File: config.mk
export PLATFORM = sky130hd
export DESIGN_NAME = gray_rx_decoder
export DESIGN_NICKNAME = d
export VERILOG_FILES = /design/src/rtl/gray_rx_decoder.sv
export SDC_FILE = /design/constraint.sdc
export NUM_CORES = 1
export LEC_CHECK = 0
export ABC_AREA = 1
export ABC_CLOCK_PERIOD_IN_PS = 2400
export CELL_PAD_IN_SITES_DETAIL_PLACEMENT = 0
export CELL_PAD_IN_SITES_GLOBAL_PLACEMENT = 1
export CORE_ASPECT_RATIO = 1.4
export CORE_UTILIZATION = 35
export DETAILED_ROUTE_END_ITERATION = 10
export GPL_ROUTABILITY_DRIVEN = 1
export GPL_TIMING_DRIVEN = 1
export PLACE_DENSITY_LB_ADDON = 0.1
export RECOVER_POWER = 50
export SYNTH_ARGS = -nofsm -noshare
export SYNTH_HDL_FRONTEND = slang
export SYNTH_SLANG_ARGS = --single-unit
export TNS_END_PERCENT = 20
File: constraint.sdc
create_clock -name clk -period 2.4 [get_ports clk]
set_input_delay 0.48 -clock clk [delete_from_list [all_inputs] [get_ports clk]]
set_output_delay 0.48 -clock clk [all_outputs]
set_load 0.02 [all_outputs]
File: src/rtl/gray_rx_decoder.sv
// Gray-code receiver: synchronizes an asynchronous gray count, decodes it to binary and flags
// steps, wraps and multi-bit (illegal) changes. Optional macro GRAY_RX_ERR_CNT_EN adds err_cnt.
module gray_rx_decoder #(
    parameter int DATA_WIDTH  = 4,
    parameter int SYNC_STAGES = 2
) (
    input  logic                  clk,
    input  logic                  resetn,
    input  logic [DATA_WIDTH-1:0] gray_in,
    output logic [DATA_WIDTH-1:0] bin_out,
    output logic                  bin_valid,
    output logic                  step_err,
    output logic                  wrap,
    output logic                  locked
`ifdef GRAY_RX_ERR_CNT_EN
    ,
    output logic [7:0]            err_cnt
`endif
);

    localparam int CNT_W = $clog2(DATA_WIDTH + 1);

    typedef enum logic {
        ACQ  = 1'b0,
        LOCK = 1'b1
    } state_t;

    logic [DATA_WIDTH-1:0] sync_reg [SYNC_STAGES];
    logic [DATA_WIDTH-1:0] sync_q;
    logic [DATA_WIDTH-1:0] prev_q;
    logic [DATA_WIDTH-1:0] diff;
    logic [DATA_WIDTH-1:0] bin_next;
    logic [CNT_W-1:0]      diff_ones;
    logic                  legal_change;
    logic                  illegal_change;
    logic                  legal_reg;
    state_t                state_reg;
    state_t                state_next;

    assign sync_q = sync_reg[SYNC_STAGES-1];
    assign diff   = sync_q ^ prev_q;

    always_ff @(posedge clk) begin
        if (!resetn) begin
            for (int i = 0; i < SYNC_STAGES; i++) begin
                sync_reg[i] <= '0;
            end
        end else begin
            sync_reg[0] <= gray_in;
            for (int i = 1; i < SYNC_STAGES; i++) begin
                sync_reg[i] <= sync_reg[i-1];
            end
        end
    end

    // Binary bit i is the XOR of all gray bits at or above i.
    genvar gi;
    generate
        for (gi = 0; gi < DATA_WIDTH; gi++) begin : g_decode
            assign bin_next[gi] = ^sync_q[DATA_WIDTH-1:gi];
        end
    endgenerate

    always_comb begin
        diff_ones = '0;
        for (int i = 0; i < DATA_WIDTH; i++) begin
            diff_ones = diff_ones + CNT_W'(diff[i]);
        end
    end

    assign legal_change   = (diff_ones == CNT_W'(1));
    assign illegal_change = (diff_ones >= CNT_W'(2));

    // prev_q always mirrors the gray value behind bin_out, so diff != 0 exactly when bin_out changes.
    always_ff @(posedge clk) begin
        if (!resetn) begin
            prev_q    <= '0;
            bin_out   <= '0;
            bin_valid <= 1'b0;
            step_err  <= 1'b0;
            wrap      <= 1'b0;
            legal_reg <= 1'b0;
        end else begin
            prev_q    <= sync_q;
            bin_out   <= bin_next;
            bin_valid <= (bin_next != bin_out);
            step_err  <= illegal_change;
            wrap      <= (bin_next == '0) && (&bin_out);
            legal_reg <= legal_change;
        end
    end

    always_ff @(posedge clk) begin
        if (!resetn) begin
            state_reg <= ACQ;
        end else begin
            state_reg <= state_next;
        end
    end

    // The FSM follows the registered step pulses, so locked trails the event by one cycle.
    always_comb begin
        state_next = state_reg;
        case (state_reg)
            ACQ:     if (legal_reg) state_next = LOCK;
            LOCK:    if (step_err)  state_next = ACQ;
            default: state_next = ACQ;
        endcase
    end

    assign locked = (state_reg == LOCK);

`ifdef GRAY_RX_ERR_CNT_EN
    always_ff @(posedge clk) begin
        if (!resetn) begin
            err_cnt <= 8'd0;
        end else if (step_err && (err_cnt != 8'hFF)) begin
            err_cnt <= err_cnt + 8'd1;
        end
    end
`endif

endmodule

# == Yosys cells after proc, flatten, opt, wreduce, memory -nomap -nowiden ==
# Memory sizes are Yosys's and may differ from the RTL's.
# Index checks and enable logic that the tools add are counted.
# word_totals
wordCells,31
mem_count,1
ramBits,8
reg_bits,13
output_inout_bits,8
# memory_table
memory,depth,width,rd,rd_clocked_by_memory_dff,wr,line,source
sync_reg,2,4,2,0,2,28,logic [DATA_WIDTH-1:0] sync_reg [SYNC_STAGES];
# op_classes
magnitude_cmp,1
bitwise_logic,4
reduce_logical,6
muxes,7
n_eq_ne,2
add_sub_neg,3
# op_table
cell,count
$mux 4,2
$logic_not 4->1,1
$mux 1,4
$ne 4x4->1,1
$reduce_and 4->1,1
$reduce_xor 4->1,1
$xor 4x4->4,1
$add 2x1->3,1
$add 3x1->3,1
$eq 3x1->1 const B,1
$ge 3x2->1 const B,1
$reduce_xor 3->1,1
$add 1x1->2,1
$or 1x1->1,2
$pmux 1 s2,1
$reduce_xor 2->1,1
$logic_and 1x1->1,1
$not 1->1,1

# == Longest topological paths before layout ==
# logic_depth
depth_word,5
ltp_mapped,9
depth_no_buf,9

# == Least setup slack after synthesis ==
# OpenSTA, ideal clock, no wires.
# synth_path
path_type,register to register
start,mem sync_reg[1][3] (netlist: sync_reg[0][7])
end,reg legal_reg
setup_slack_ns,0.425
setup_ns,0.092
arrival_time_ns,1.883
path_stages_with_launch,9
cell_sequence,dfxtp_1 > xor2_1 > inv_1 > fa_1 > inv_1 > ha_1 > inv_1 > ha_1 > nor4_1
# synth_lines
item,line,source
from (decl),28,
to (signal assigned),89,legal_reg <= legal_change;
to (decl),36,logic legal_reg;

==> flow_metrics.tcl <==
set metrics [dict create \
    routed_wl_mm 1.338 \
    fmax_mhz 471.6 \
    max_cap_violations 0 \
    root_buffer "clkbuf_4" \
    relSlewSlack 0.7406 \
    crit_path_top_delay_cell "fa_1" \
    die_h_um 59.82 \
    layout_common_cells "24 x nand2_1, 22 x inv_1, 20 x dfxtp_1" \
    dp_slack_ns 0.2895 \
    antenna_found_initial 0 \
    syn_to_final_growth_pct 20.66 \
    post-route-drc-count 0 \
    critical_path_class "flip-flop to flip-flop" \
    grtUsageTotal 0.1215 \
    finalSetupViolCount 0 \
    p_seq_frac 0.582 \
    crit_path_end_kind "flip-flop" \
    p_sw_mw 0.1650 \
    ctsResizeCount 0 \
    seq_area_frac_synth 0.4790 \
    grt_pass1_vias 556 \
    die_width_um 43.30 \
    num-nets-final 131 \
    port_buffers 13 \
    syn_nets 114 \
    crit_top_cell "inv_1" \
    skew_ns 0.005351 \
    syn-instance-count 103 \
    power_leakage_nw 0.5338 \
    vdd_drop_max_v 0.0002722 \
    setup_tns_ns 0 \
    synth_top_cell_by_area "dfxtp_1" \
    clock_latency_ns 0.30 \
    grt-ovfl-total 0 \
    dieArea_um2 2590 \
    cts_tree "done" \
    holdCritPathClass "flip-flop to flip-flop" \
    fin_crit_sh 0.8835 \
    slew_viol_final 0 \
    drive_above_1_share 0.08475 \
    cts_made_buffers 3 \
    start_util 0.3795 \
    yosysWarningCount 0 \
    yosys-top-cells-area "dfxtp_1 48%, nand2_1 11%, inv_1 9.9%" \
    drt-initial-drc-count 3 \
    netlist-cell-type-count 20 \
    critPathLaunchType "flip-flop" \
    clk_pin_slew_worst_paths_ns 0.11 \
    antenna_cells 0 \
    required_ns 2.62 \
    worst_pin_slew_ns 0.3878 \
    fin_crit_ns 2.120 \
    wire_per_inst_um 9.557 \
    drt.antenna.violating_nets 0 \
    hpwl_mm 1.037 \
    dr.pass1.iters 2 \
    final_common_cell "nand2_1" \
    critPathTopFamily "adder cells" \
    yosys_register_bits 20 \
    cp_slowest_stage_delay_ns 0.53 \
    cts_setup_buffers 0 \
    synth_area_um2 835.8 \
    largest_reg_flops 8 \
    io_pins 14 \
    rsz0062_at_grt "false" \
    hold_buffers 0 \
    vias 627 \
    p_per_area_nw_per_um2 621.1 \
    ctsHtreeMaxLevel 1 \
    layout_setup_ws_ns 0.2796 \
    arrival_ns 2.34 \
    cts.sinks 20 \
    fp-row-count 20 \
    cts_buffer_depth 2 \
    crit_buf_inv 3 \
    gp_congestion 0.7361 \
    grt_max_degree 12 \
    p_int_mw 0.4614 \
    swShare 0.2634 \
    grt_pass1_wl_mm 2.263 \
    crit_fanout 5 \
    p_comb_frac 0.169 \
    hold_viol 0 \
    status "finished clean" \
    synth_top_area_frac 0.4790 \
    core_area_um2 2202 \
    cp_cell_sequence "xor2_1 -> inv_1 -> fa_1 -> inv_1 -> ha_1 -> inv_1 -> ha_1 -> nor4_1" \
    clkPwrFrac 0.249 \
    syn_area_per_cell_um2 8.115 \
    vias_per_cell 4.479 \
]
==> layout make-up <==
| class | count | area, µm² |
|---|---|---|
| well taps | 22 | 27.53 |
| inverters | 24 | 90.09 |
| multi-input cells | 57 | 334.1 |
| repair buffers | 14 | 133.9 |
| flip-flops and latches | 20 | 400.4 |
| fillers | 247 | 1194 |
| clock buffers | 3 | 22.52 |
==> path summary, 6_finish.rpt <==
kind / depth (start not counted) / start / end / slack [ns]
hold reg to reg: 2 / sync_reg[0][3]$_SDFF_PN0_ / sync_reg[0][7]$_SDFF_PN0_ / 0.42
setup reg to reg: 8 / sync_reg[0][7]$_SDFF_PN0_ / legal_reg$_SDFF_PN0_ / 0.28
hold / removal: 2 / sync_reg[0][3]$_SDFF_PN0_ / sync_reg[0][7]$_SDFF_PN0_ / 0.42
setup / recovery: 8 / sync_reg[0][7]$_SDFF_PN0_ / legal_reg$_SDFF_PN0_ / 0.28
==> Yosys cell counts <==
| library cell | number |
|---|---|
| xnor2_1 | 2 |
| nand2_1 | 24 |
| buf_4 | 1 |
| dfxtp_1 | 20 |
| nand2_2 | 4 |
| nand4_1 | 1 |
| xor2_1 | 3 |
| nand3_2 | 1 |
| nor4_1 | 1 |
| inv_1 | 22 |
| nand3b_1 | 3 |
| nor3_1 | 1 |
| nand3_1 | 4 |
| nor2_1 | 4 |
| a21oi_1 | 3 |
| inv_2 | 2 |
| clkbuf_1 | 1 |
| ha_1 | 4 |
| fa_1 | 1 |
| o21ai_0 | 1 |
==> kinds of logic (layout without fill, tap and decap cells) <==
logic type / count (synthesis) / after routing / share of synthesized area
and+or+nand+nor: 43 / 43 / 0.2395
xor gates and xnor gates: 5 / 5 / 0.05240
adders and majority gates: 5 / 5 / 0.08384
buffers and inverters: 26 / 41 / 0.1213
DFF: 20 / 20 / 0.4790
AOI/OAI and AO/OA: 4 / 4 / 0.02394
==> per-layer routing <==
metal	routed length, µm	vias to the layer above	GRT usage
met1	562	273	0.1248
met2	693	14	0.2111
met4	35	0	0.1039
met5	0	-	0
li1	-	336	-
met3	46	4	0.01813
==> power groups by stage <==
| stage | combinational, mW | sequential (mW) | clock (mW) |
|---|---|---|---|
| 2_1_floorplan | 0.0567 | 0.383 | 0 |
| 3_3_place_gp | 0.108 | 0.372 | 0 |
| 3_5_place_dp | 0.109 | 0.373 | 0 |
| 4_1_cts | 0.109 | 0.365 | 0.167 |
| 5_1_grt | 0.122 | 0.367 | 0.173 |
| 6_report | 0.106 | 0.364 | 0.156 |
==> worst reg2reg max path: cells and delay by family (launching register included) <==
family,cells,cell delay (ns)
buffers and inverters,3,0.19
AND/OR/NAND/NOR,1,0.25
flip-flops,1,0.42
XOR/XNOR,1,0.22
adder cells (fa/ha/maj),3,0.97
==> per-stage QoR <==
stage	std cells	hold WS (ns)	power, mW	util	cell area [µm²]
after floorplan	103	0.3864	0.4394	-	835.8
after global placement	137	0.3960	0.4801	0.4494	989.7
after detailed placement	137	0.3941	0.4811	0.4494	989.7
after CTS	140	0.4212	0.6411	0.4597	1012
after global routing	140	0.4289	0.6611	0.4580	1008
final	140	0.4208	0.6264	0.4580	1008
Note: power is estimated with default switching activity, not from simulation.
